<file path="src/rtl/alu_pkg.sv">
// Shared definitions for the ALU arbiter slice.
// Holds the ALU op codes, the default operand/shift widths and a helper that
// tells legal op codes from the two reserved ones.
package alu_pkg;

   localparam int ALU_WIDTH = 32;
   localparam int ALU_SHW   = 5;

   typedef enum logic [2:0] {
      OP_ADD = 3'b000,
      OP_SUB = 3'b001,
      OP_SLL = 3'b010,
      OP_NOR = 3'b011,
      OP_AND = 3'b100,
      OP_SLT = 3'b101,
      OP_RSV = 3'b110,
      OP_NOP = 3'b111
   } alu_op_e;

   // 110 is reserved and 111 is the idle/NOP code; neither is a real request
   function automatic logic is_legal_op(input logic [2:0] ctrl);
      return (ctrl <= 3'b101);
   endfunction

endpackage

</file>
<file path="src/rtl/rr_arb2.sv">
// Two-way arbiter with optional round-robin.
// Ports:
//   req        - request vector, bit N = requester N
//   last_grant - requester that won the most recent grant
//   enable     - grants may be issued this cycle
//   rr_en      - 1 = round-robin on ties, 0 = requester 0 always wins
//   gnt        - one-hot grant (all zero when nothing is granted)
module rr_arb2 (
   input  logic [1:0] req,
   input  logic       last_grant,
   input  logic       enable,
   input  logic       rr_en,
   output logic [1:0] gnt
);

   always_comb begin
      gnt = 2'b00;
      if (enable) begin
         if (req == 2'b11) begin
            // tie: hand the grant to whoever did not win last time
            gnt = (rr_en && !last_grant) ? 2'b10 : 2'b01;
         end else begin
            gnt = req;
         end
      end
   end

endmodule

</file>
<file path="src/rtl/alu_arbiter.sv">
// Arbiter/sequencer for the shared 32-bit ALU.
// Requester 0 is the pipeline EX stage, requester 1 the auxiliary
// address/branch unit. One request is granted per cycle, its fields drive the
// ALU, and the result is captured into a single-entry response slot.
// Ports:
//   clk, reset                       - clock, synchronous active-high reset
//   reqN_valid/ready                 - request handshake, N = 0,1
//   reqN_opA/opB/shamt/ctrl          - request fields
//   alu_opA/opB/shamt/ctrl           - drive to the ALU (NOP and zeros when idle)
//   alu_out, alu_carry               - ALU result
//   rsp_valid/ready                  - response slot handshake
//   rsp_id/data/carry/zero/illegal   - registered response fields
module alu_arbiter
   import alu_pkg::*;
#(
   parameter int WIDTH = ALU_WIDTH,
   parameter int SHW   = ALU_SHW,
   parameter int RR_EN = 1
) (
   input  logic             clk,
   input  logic             reset,
   input  logic             req0_valid,
   output logic             req0_ready,
   input  logic [WIDTH-1:0] req0_opA,
   input  logic [WIDTH-1:0] req0_opB,
   input  logic [SHW-1:0]   req0_shamt,
   input  logic [2:0]       req0_ctrl,
   input  logic             req1_valid,
   output logic             req1_ready,
   input  logic [WIDTH-1:0] req1_opA,
   input  logic [WIDTH-1:0] req1_opB,
   input  logic [SHW-1:0]   req1_shamt,
   input  logic [2:0]       req1_ctrl,
   output logic [WIDTH-1:0] alu_opA,
   output logic [WIDTH-1:0] alu_opB,
   output logic [SHW-1:0]   alu_shamt,
   output logic [2:0]       alu_ctrl,
   input  logic [WIDTH-1:0] alu_out,
   input  logic             alu_carry,
   output logic             rsp_valid,
   input  logic             rsp_ready,
   output logic             rsp_id,
   output logic [WIDTH-1:0] rsp_data,
   output logic             rsp_carry,
   output logic             rsp_zero,
   output logic             rsp_illegal
);

   logic       last_grant;
   logic       slot_free;
   logic [1:0] gnt;
   logic       granted;
   logic       winner;
   logic       op_legal;

   assign slot_free = !rsp_valid || rsp_ready;

   // reset gates the arbiter so nothing is accepted while it is held
   rr_arb2 u_arb (
      .req        ({req1_valid, req0_valid}),
      .last_grant (last_grant),
      .enable     (slot_free && !reset),
      .rr_en      (RR_EN != 0),
      .gnt        (gnt)
   );

   assign granted    = |gnt;
   assign winner     = gnt[1];
   assign req0_ready = gnt[0];
   assign req1_ready = gnt[1];

   always_comb begin
      alu_opA   = '0;
      alu_opB   = '0;
      alu_shamt = '0;
      alu_ctrl  = OP_NOP;
      if (granted) begin
         if (winner) begin
            alu_opA   = req1_opA;
            alu_opB   = req1_opB;
            alu_shamt = req1_shamt;
            alu_ctrl  = req1_ctrl;
         end else begin
            alu_opA   = req0_opA;
            alu_opB   = req0_opB;
            alu_shamt = req0_shamt;
            alu_ctrl  = req0_ctrl;
         end
      end
   end

   assign op_legal = is_legal_op(alu_ctrl);

   always_ff @(posedge clk) begin
      if (reset) begin
         rsp_valid   <= 1'b0;
         rsp_id      <= 1'b0;
         rsp_data    <= '0;
         rsp_carry   <= 1'b0;
         rsp_zero    <= 1'b0;
         rsp_illegal <= 1'b0;
         last_grant  <= 1'b1;
      end else if (granted) begin
         // a grant always replaces the slot contents, even while it drains
         rsp_valid   <= 1'b1;
         rsp_id      <= winner;
         last_grant  <= winner;
         rsp_illegal <= !op_legal;
         if (op_legal) begin
            rsp_data  <= alu_out;
            rsp_zero  <= (alu_out == '0);
            rsp_carry <= (alu_ctrl == OP_ADD) ? alu_carry : 1'b0;
         end else begin
            rsp_data  <= '0;
            rsp_zero  <= 1'b1;
            rsp_carry <= 1'b0;
         end
      end else if (rsp_valid && rsp_ready) begin
         rsp_valid <= 1'b0;
      end
   end

endmodule

</file>
<file path="config.mk">
export PLATFORM = sky130hd
export DESIGN_NAME = alu_arbiter
export DESIGN_NICKNAME = d
export VERILOG_FILES = /design/src/rtl/alu_pkg.sv /design/src/rtl/rr_arb2.sv /design/src/rtl/alu_arbiter.sv
export SDC_FILE = /design/constraint.sdc
export NUM_CORES = 1
export LEC_CHECK = 0
export BUFFER_PORTS_ARGS = -buffer_cell sky130_fd_sc_hd__buf_4
export CORE_AREA = 2 2 114 116
export CTS_CLUSTER_DIAMETER = 60
export DETAILED_ROUTE_END_ITERATION = 12
export DIE_AREA = 0 0 116 118
export PLACE_DENSITY = 0.51
export SKIP_LAST_GASP = 1
export SYNTH_ARGS = -nofsm -noshare
export SYNTH_HDL_FRONTEND = slang
export SYNTH_SLANG_ARGS = --single-unit
</file>
<file path="constraint.sdc">
create_clock -name clk -period 5.05 [get_ports clk]
set_clock_uncertainty 0.05 [all_clocks]
set_input_delay 1.01 -clock clk [delete_from_list [all_inputs] [get_ports clk]]
set_output_delay 1.01 -clock clk [all_outputs]
set_load 0.05 [all_outputs]
</file>
==> results of run 1 <==
==> area by class of cell <==
class | count | share of cell area [%]
clock buffer | 6 | 2.88
clock inverter | 2 | 0.260
inverter | 3 | 0.234
multi-input combinational | 288 | 29.8
sequential | 38 | 15.8
tap | 172 | 4.47
timing repair buffer | 299 | 46.6
==> worst min path at each step <==
stage | start | endpoint | slack [ps] | cells after the start
5_1_grt | rsp_data[8] | rsp_data[8] | 450 | 1
6_report | rsp_data[0] | rsp_data[0] | 430 | 1
3_3_place_gp | rsp_data[25] | rsp_data[25] | 410 | 1
2_1_floorplan | last_grant | last_grant | 450 | 2
3_5_place_dp | rsp_data[18] | rsp_data[18] | 420 | 1
4_1_cts | rsp_data[29] | rsp_data[29] | 430 | 1
==> state kept, by name (all words and copies together), names as in the netlist <==
signal       flops
rsp_id           1
rsp_zero         1
last_grant       1
rsp_data        32
rsp_valid        1
rsp_carry        1
rsp_illegal      1
==> power breakdown <==
group	internal, mW	switching [mW]
sequential	0.326	0.0145
clock	0.196	0.124
combinational	0.209	0.349
total	0.730	0.488
==> metrics by stage <==
| stage | utilization (%) | total power, mW | hold WS, ps | setup slack [ps] |
|---|---|---|---|---|
| 2_1_floorplan | - | 0.670 | 454 | 808 |
| 3_3_place_gp | 37.6 | 0.905 | 413 | 975 |
| 3_5_place_dp | 37.6 | 0.906 | 416 | 894 |
| 4_1_cts | 38.8 | 1.23 | 434 | 893 |
| 5_1_grt | 38.8 | 1.28 | 448 | 664 |
| 6_report | 38.8 | 1.22 | 431 | 899 |
==> critical path: cells and delay by family <==
| kind | cells | cell delay (ps) |
|---|---|---|
| buffers and inverters | 5 | 1050 |
| AO/OA/AOI/OAI | 2 | 770 |
| AND/OR/NAND/NOR | 2 | 250 |
==> Yosys cell counts, types with 2 or more instances <==
cell type	number	share of area (%)
nand3_1	4	0.85
buf_2	9	1.9
a22o_1	32	12
clkbuf_1	18	2.9
buf_6	4	1.9
nor3_1	3	0.64
nor4_1	8	2.1
inv_1	3	0.48
nand4_1	2	0.53
dfxtp_1	38	32
a21oi_1	72	15
nor2_1	7	1.1
nand2_1	147	23
o21ai_0	2	0.43
nor4b_1	2	0.74
==> cells by family after synthesis <==
| logic type | Yosys count | synth area share [%] |
|---|---|---|
| AND/OR/NAND/NOR | 178 | 30.8 |
| flip-flops | 38 | 32.3 |
| AO/OA/AOI/OAI | 110 | 29.8 |
| buffers and inverters | 34 | 7.17 |
==> cell usage in the layout, fill, tap and decap left out <==
cell        instances
buf_4             299
nand2_1           147
a21oi_1            72
dfxtp_1            38
a22o_1             32
nor4_1              8
nor2_1              6
clkbuf_16           5
nor3_1              3
nand3_1             3
inv_1               2
o21ai_0             2
nor4b_1             2
nand4_1             2
a21boi_0            1
nand2b_1            1
nand3_2             1
inv_2               1
nor2b_1             1
or3_2               1
nor2_2              1
a311oi_4            1
a311oi_1            1
or2_2               1
a211oi_1            1
and3_1              1
clkbuf_8            1
clkinv_2            1
clkinvlp_4          1
==> metal layers <==
layer / wire length, um / vias to the layer above
li1: - / 1783
met1: 5300 / 1618
met2: 6690 / 183
met3: 1080 / 8
met4: 78 / 0
met5: 0 / -
==> metrics, run 1 <==
maxcap violations=0; gr usage total=17.5%; post_cts resized=0; # setup viols final=0; CP max stage cell=a21boi_0; Register Area=761 sq um; clk slew on worst S/H paths=60 ps; post-synthesis instance total=360; final WL=13100 um; largest net degree at the start of global routing=between 40 and 50; Worst setup startpoint=req0_valid; status=finished, final reports clean; Final Critical Period=4150 ps; first-pass GRT wire length=18700 um; cell row count=between 40 and 50; net count of the finished layout=slightly above 800; share of post-route cells with drive strength above 1=49.2%; initial DRC count=196; Worst-Margin Slew=1050 ps; area of the multi-input gates=0.00143 sq mm; Clock Sinks=38; clock latency on the worst-skew pair=between 200 and 300 ps; placed cells=800; startpoint types=input pin; CP max FO=34; sequential share of the synthesized area=about a third; Port Buffers=292; die area=roughly 0.014 sq mm; crit path capture type=output port; vias=~3600; Clock Tree Buf Depth=2; synthesis-to-finish area growth=105%; total negative slack=0 ps; CORE AREA=approximately 0.012 sq mm; vias in the first global route=roughly 3400; Final Max Tran Viols=0; Worst path max stage delay=about 550 ps; antenna violations before repair=0; setup slack, reg-to-reg=roughly 2700 ps; static leakage=2.48 nW; post-DR vias/cell=4.45; Die Wd=116 um; critical path class=in2out; Finished Cell Area=0.00482 sq mm; Pre-antenna DRT Iters=4; f_max=241 MHz; Mean Syn Cell Area=6.54 sq um; # diodes=0; Finished Layout Cells=808; Final Hold Vio Count=0; Top FF cell, synth=dfxtp_1; CP arrival=3090 ps; Reg2Reg Depth=5; Worst slew margin=between 20% and 30%; asr flop ratio synth=0%; Post-DRT Antenna Nets=0; Post-Syn Nets=roughly 540; WP data required=~4000 ps; final routed DRC violation total=0; placed wire-length estimate=10600 um; synth warn=0; Max VDD drop=0.000151 V; grt met3 use=~3.2%; total congestion overflow=0; CTS hold repair buffers=0; Fillers=1353; most used cell, CP=buf_4; #FFs+latches synth=38; GRT busiest layer=met2; pwr/cell area=about 250 mW/mm^2; Worst Hold Class=reg2reg; post-CTS setup buffers=0; met2 usage=31.8%; library cells used by synthesis=24; initial core utilization=19.0%; routing usage on met1=a little over a fifth; RSZ-0062 raised after global routing=no; H-tree levels=2; routed length per instance=16.3 um; crit-path cells=buf_4, a21boi_0, nand3_2, buf_4, inv_2, buf_4, nand2_1, a21oi_1, buf_4; Ports=~290; Post-synth EDFFs=0; total CTS buffers=5; placed instance area=around 0.0047 sq mm; Root Buffer=clkbuf_16; post-route clock period utilization=82.2%; Worst R2R Start=rsp_valid; chip height=118 um; FF-to-FF End=rsp_data[9]; TritonCTS clock tree=built; gpl congestion=0.935; crit path to=alu_opA[29]; Post-Synthesis Cell Area=0.00235 sq mm
Power figures use the tool's default switching activity.
==> run 2: changes to the inputs <==
--- a/config.mk
+++ b/config.mk
@@ -5,12 +5,13 @@
 export SDC_FILE = /design/constraint.sdc
 export NUM_CORES = 1
 export LEC_CHECK = 0
+export ABC_AREA = 1
 export BUFFER_PORTS_ARGS = -buffer_cell sky130_fd_sc_hd__buf_4
-export CORE_AREA = 2 2 114 116
+export CORE_AREA = 2 2 115 117
 export CTS_CLUSTER_DIAMETER = 60
 export DETAILED_ROUTE_END_ITERATION = 12
-export DIE_AREA = 0 0 116 118
-export PLACE_DENSITY = 0.51
+export DIE_AREA = 0 0 117 119
+export PLACE_DENSITY = 0.54
 export SKIP_LAST_GASP = 1
 export SYNTH_ARGS = -nofsm -noshare
 export SYNTH_HDL_FRONTEND = slang
==> constraint.sdc (replaced) <==
create_clock -name clk -period 3.9 [get_ports clk]
set_clock_uncertainty 0.05 [all_clocks]
set_input_delay 0.78 -clock clk [delete_from_list [all_inputs] [get_ports clk]]
set_output_delay 0.78 -clock clk [all_outputs]
set_load 0.05 [all_outputs]
==> run 2 against run 1 <==
Net effect:
- largest cell class unchanged
- non-clock buffer count decreased by 4
- total power increased by 46%
- critical path type unchanged
- die area grew 1.7%
- setup slack got worse by 230 ps
- flip-flop and latch count unchanged
==> metrics, run 2 <==
Post-synth EDFFs=0 (unchanged); Synth top area share=27.3% (-5.0 points); met3 WL post-DR=1340 um (+24%); # setup viols final=0 (unchanged); Post-DRT Antenna Nets=0 (unchanged); placed wire-length estimate=10500 um (-1.3%); count leader, synth=nor2_1; most used cell, CP=buf_4; CORE AREA=0.0129 sq mm (+3.7%); vias=3850 (+7.2%); pwr/cell area=342 mW/mm^2 (+35%); Post-synth top cells=nor2_1 (156), o21ai_1 (70), nand2_1 (43), dfxtp_1 (38), nand2_2 (30); Post-Syn Nets=616 (+14%); CP max FO=74 (+120%); crit-path cells=buf_4, inv_1, a21oi_4, nand2_4, buf_4, o21ai_1, nor2_1, buf_4; sequential share of the synthesized area=27.3% (-5.0 points); antenna violations before repair=2 (+2); H-tree levels=2 (unchanged); Power, Total=1.77 mW (+46%); post_cts resized=0 (unchanged); adder-cell share of the synthesized area=0% (unchanged); placed instance area=0.00501 sq mm (+7.5%); wl on met1=4740 um (-10%); Clock Tree Buf Depth=2 (unchanged); f_max=310 MHz; setup slack, reg-to-reg=1810 ps (-870 ps); Worst setup startpoint=req1_valid; max reg flops=32 (unchanged); Fillers=1405 (+3.8%); Final Critical Period=approximately 3200 ps; Ports=293 (unchanged); WP data required=3070 ps (-920 ps); crit path capture type=output port; CP max stage cell=buf_4; gpl congestion=0.867 (-7.3%); Hold Crit Start=rsp_data[25]; fin util=40.3% (+1.5 points); Pre-antenna DRT Iters=4 (unchanged); final routed DRC violation total=0 (unchanged); post-CTS setup buffers=0 (unchanged); Clock Sinks=38 (unchanged); Root Buffer=clkbuf_16; synth warn=0 (unchanged); Mean Syn Cell Area=6.43 sq um (-1.7%); commonest non-fill, non-tap cell in the layout=buf_4; RSZ-0062 raised after global routing=no; Die Wd=117 um (+0.86%); gr usage total=17.4% (-0.16 points); post-synthesis mux area share=0% (unchanged); Worst path max stage delay=600 ps (+50 ps); CTS hold repair buffers=0 (unchanged); Setup WS post-layout=674 ps (-225 ps); cell row count=42 (+2.4%); met2 routed WL=6500 um (-2.9%); XOR/XNOR Fraction of Synth Area=0% (unchanged); first-pass GRT wire length=18900 um (+1.1%); total negative slack=0 ps (unchanged); Top Layer Used=met4; top post-synthesis cells by area=dfxtp_1 (27%), nor2_1 (21%), o21ai_1 (13%); asr flop ratio synth=0% (unchanged); clk slew on worst S/H paths=60 ps (about the same); post-synthesis instance total=434 (+21%); TritonCTS clock tree=built; Post-Synthesis Cell Area=0.00279 sq mm (+18%); status=finished, final reports clean; Worst-Margin Slew=782 ps (-272 ps); final WL=13100 um (-0.66%); placed cells=872 (+9.0%); Port Buffers=292 (unchanged); library cells used by synthesis=26 (+8.3%); clock latency on the worst-skew pair=280 ps (about the same); initial DRC count=164 (-16%); routed length per instance=14.8 um (-9.0%); CP arrival=2400 ps (-690 ps); startpoint types=input pin; main combinational cell family by area after synthesis=simple AND/OR/NAND/NOR gates; #FFs+latches synth=38 (unchanged); WHS=413 ps (-18.2 ps); Finished Layout Cells=882 (+9.2%); initial core utilization=21.7% (+2.7 points); Final Max Tran Viols=0 (unchanged); post-synthesis simple-gate area fraction=39.5% (+8.7 points); Most flops, register=rsp_data; total CTS buffers=5 (unchanged); total congestion overflow=0 (unchanged); static leakage=2.48 nW (-0.14%); Max VDD drop=0.000287 V (+90%); Finished Cell Area=0.00518 sq mm (+7.6%); Synth Area in Compound Gates=24.3% (-5.5 points); pre-CTS WS=667 ps (-227 ps); vias in the first global route=3657 (+7.2%); chip height=119 um (+0.85%); net count of the finished layout=885 (+8.3%); Worst slew margin=47.9% (+19 points); post-DR vias/cell=4.37 (-1.8%); post-route clock period utilization=82.7%; synthesis-to-finish area growth=85.8%; critical path class=in2out; maxcap violations=0 (unchanged); Yosys top cell by area=dfxtp_1; Final Hold Vio Count=0 (unchanged); largest net degree at the start of global routing=76 (+77%); Top FF cell, synth=dfxtp_1; die area=0.0139 sq mm (+1.7%); Worst Hold Class=reg2reg; Worst R2R Start=last_grant; share of post-route cells with drive strength above 1=53.4% (+4.2 points); commonest cells after routing, fill and taps aside=buf_4 (294), nor2_1 (156), o21ai_1 (70)
[run 2: changes by cell type after synthesis, moves of 5 or more]
cell / delta
a21oi_1: -65
o21ai_1: +70
nand2_2: +30
a21oi_2: +29
nor2_1: +149
a22o_1: -32
buf_2: +5
nor4_1: -7
nand2_1: -104
clkbuf_1: -11
[run 2: where the power goes]
part	internal, mW	leakage [nW]	switching (mW)
Combinational	0.311	2.08	0.571
Clock	0.299	0.0836	0.158
Sequential	0.418	0.312	0.0172
Total	1.03	2.48	0.745
[run 2: cell type report]
type / instances / area [sq um] / area share (%)
Timing Repair Buffer: 295 / 2230 / 43.0
Multi-Input combinational cell: 357 / 1780 / 34.3
Sequential cell: 38 / 761 / 14.7
Tap cell: 176 / 220 / 4.25
Clock buffer: 5 / 125 / 2.41
Clock inverter: 3 / 40.0 / 0.772
Inverter: 6 / 27.5 / 0.531
Antenna cell: 2 / 5.00 / 0.0965
[run 2: worst paths after layout]
kind | end | cells past startpoint
setup / recovery | alu_opA[6] | 8
hold / removal | rsp_data[25] | 2
setup reg to reg | rsp_data[27] | 8
hold reg to reg | rsp_data[25] | 2
[run 2: cells by family after synthesis]
logic type / Yosys count
simple gates: 248
buf+inv: 39
flops: 38
compound gates: 109
[run 2: worst max-delay path, delay by kind of cell]
kind / cells / cell delay, ps
buffers and inverters: 4 / 1040
AND/OR/NAND/NOR: 2 / 250
AO/OA/AOI/OAI: 2 / 290
[run 2: metal layers]
layer | global-route usage, % | vias to the layer above
li1 | - | 1939
met1 | 18.7 | 1691
met2 | 31.0 | 194
met3 | 5.29 | 26
met4 | 6.99 | 0
met5 | 0 | -
==> run 3: changes to the inputs <==
--- a/config.mk
+++ b/config.mk
@@ -11,7 +11,7 @@
 export CTS_CLUSTER_DIAMETER = 60
 export DETAILED_ROUTE_END_ITERATION = 12
 export DIE_AREA = 0 0 117 119
-export PLACE_DENSITY = 0.54
+export PLACE_DENSITY = 0.56
 export SKIP_LAST_GASP = 1
 export SYNTH_ARGS = -nofsm -noshare
 export SYNTH_HDL_FRONTEND = slang
==> constraint.sdc (replaced) <==
create_clock -name clk -period 2.6 [get_ports clk]
set_clock_uncertainty 0.05 [all_clocks]
set_input_delay 0.52 -clock clk [delete_from_list [all_inputs] [get_ports clk]]
set_output_delay 0.52 -clock clk [all_outputs]
set_load 0.05 [all_outputs]
==> run 3 against run 2 <==
Net effect:
- count of clock-buffer cells in the layout rose by 2
- critical path depth down 1
- final cell count grew 0.23%
- via count is 0.57% lower
- die area did not move
- setup slack got worse by 410 ps
- register-to-register slack got worse by 1000 ps
- critical path type is now reg2out
- largest cell class unchanged
==> metrics, run 3 (same netlist as run 2, synthesis figures left out) <==
Final Hold Vio Count=0 (unchanged); TritonCTS clock tree=built; Final Max Tran Viols=0 (unchanged); pwr/cell area=489 mW/mm^2 (+43%); area of the multi-input gates=0.00195 sq mm (+9.6%); commonest cells after routing, fill and taps aside=buf_4 (296), nor2_1 (88), o21ai_1 (70); Port Buffers=292 (unchanged); Worst Hold Class=in2reg; antenna violations before repair=0 (-2); Die Wd=117 um (unchanged); clock latency on the worst-skew pair=280 ps (about the same); clk slew on worst S/H paths=50 ps (about the same); Register Area=761 sq um (unchanged); post_cts resized=0 (unchanged); crit path capture type=output port; maxcap violations=0 (unchanged); startpoint types=flip-flop; Final Critical Period=2330 ps; CP max stage cell=dfxtp_1; fin util=41.8% (+1.6 points); routed length per instance=14.0 um (-5.3%); vias=3828 (-0.57%); CTS hold repair buffers=0 (unchanged); total negative slack=0 ps (unchanged); gpl congestion=0.796 (-8.1%); gr usage total=16.7% (-0.64 points); post-DR vias/cell=4.33 (-0.80%); Finished Cell Area=0.00539 sq mm (+3.9%); critical path class=reg2out; synthesis-to-finish area growth=93.0%; commonest non-fill, non-tap cell in the layout=buf_4; most used cell, CP=buf_4; share of post-route cells with drive strength above 1=63.1% (+9.7 points); largest net degree at the start of global routing=72 (-5.3%); placed wire-length estimate=10100 um (-4.0%); post-route clock period utilization=89.8%; Worst path max stage delay=350 ps (-250 ps); net count of the finished layout=889 (+0.45%); final routed DRC violation total=0 (unchanged); chip height=119 um (unchanged); total congestion overflow=0 (unchanged); WHS=410 ps (-3.41 ps); CP arrival=1760 ps (-640 ps); Worst slew margin=64.9% (+17 points); post-CTS setup buffers=0 (unchanged); placed instance area=0.00524 sq mm (+4.5%); CP max FO=31 (-58%); Clock Sinks=38 (unchanged); initial core utilization=21.7% (unchanged); Fillers=1360 (-3.2%); Ports=293 (unchanged); RSZ-0062 raised after global routing=no; f_max=around 430 MHz; cell row count=42 (unchanged); max reg flops=32 (unchanged); Pre-antenna DRT Iters=4 (unchanged); static leakage=2.49 nW (+0.55%); status=finished, final reports clean; crit-path cells=nand2_1, nand3_2, nand2_4, buf_4, o21ai_1, nor2_1, buf_4; Clock Tree Buf Depth=2 (unchanged); Max VDD drop=0.000415 V (+45%); vias in the first global route=3726 (+1.9%); Root Buffer=clkbuf_16; die area=0.0139 sq mm (unchanged); final WL=12400 um (-5.1%); WP data required=2030 ps (-1040 ps); CORE AREA=0.0129 sq mm (unchanged); initial DRC count=129 (-21%); total CTS buffers=5 (unchanged); Post-DRT Antenna Nets=0 (unchanged); first-pass GRT wire length=18400 um (-2.9%); Most flops, register=rsp_data; # diodes=0 (-2); # setup viols final=0 (unchanged); H-tree levels=2 (unchanged); delay-heaviest family, CP=simple AND/OR/NAND/NOR gates; worst path bufs/invs=2 (-2); Worst-Margin Slew=526 ps (-256 ps)
-- run 3: changes by cell type in the layout (fill, tap and decap cells not counted), sizes merged --
cell	change
buf	+4
clkinv	-1
clkbuf	+2
bufinv	-1
diode	-2
-- run 3: worst register-to-register path, delay by kind of cell (launching register included) --
family,cells,cell delay (ps)
flip-flops,1,400
AO/OA/AOI/OAI,1,150
buffers and inverters,3,690
AND/OR/NAND/NOR,4,490
-- run 3: routing by layer --
| layer | up-vias | routed length [um] | part of all wire (%) | GRT usage [%] |
|---|---|---|---|---|
| met3 | 27 | 1140 | 9.2 | 4.48 |
| met5 | - | 0 | 0 | 0 |
| met1 | 1667 | 4630 | 37 | 18.1 |
| met4 | 0 | 502 | 4.0 | 8.09 |
| met2 | 180 | 6120 | 49 | 29.7 |
| li1 | 1954 | - | - | - |
-- run 3: where the power goes --
| part | switching [mW] | internal, mW |
|---|---|---|
| clock | 0.230 | 0.380 |
| combinational | 0.880 | 0.491 |
| sequential | 0.0255 | 0.627 |
-- run 3: path summary, 6_finish.rpt --
check	to	depth (start not counted)	slack, ps	startpoint
worst min-delay path	rsp_valid	2	410	reset
worst max register to register	rsp_data[8]	8	770	rsp_valid
worst max-delay path	alu_opA[31]	7	270	rsp_valid
worst min register to register	rsp_data[27]	2	420	rsp_data[27]
-- run 3: through the flow --
stage                     worst slack, ps  instances  power [mW]
after global routing                  126        884        2.77
final                                 265        884        2.63
after CTS                             227        884        2.68
after global placement                288        876        2.04
after detailed placement              259        876        2.05
after floorplan                      59.7        434        1.57
-- run 3: layout make-up --
class,instances,share of cell area [%]
clock buffers,7,2.65
clock inverters,1,0.0929
inverters,6,0.511
multi-input cells,357,36.2
flip-flops and latches,38,14.1
well taps,176,4.09
repair buffers,299,42.4
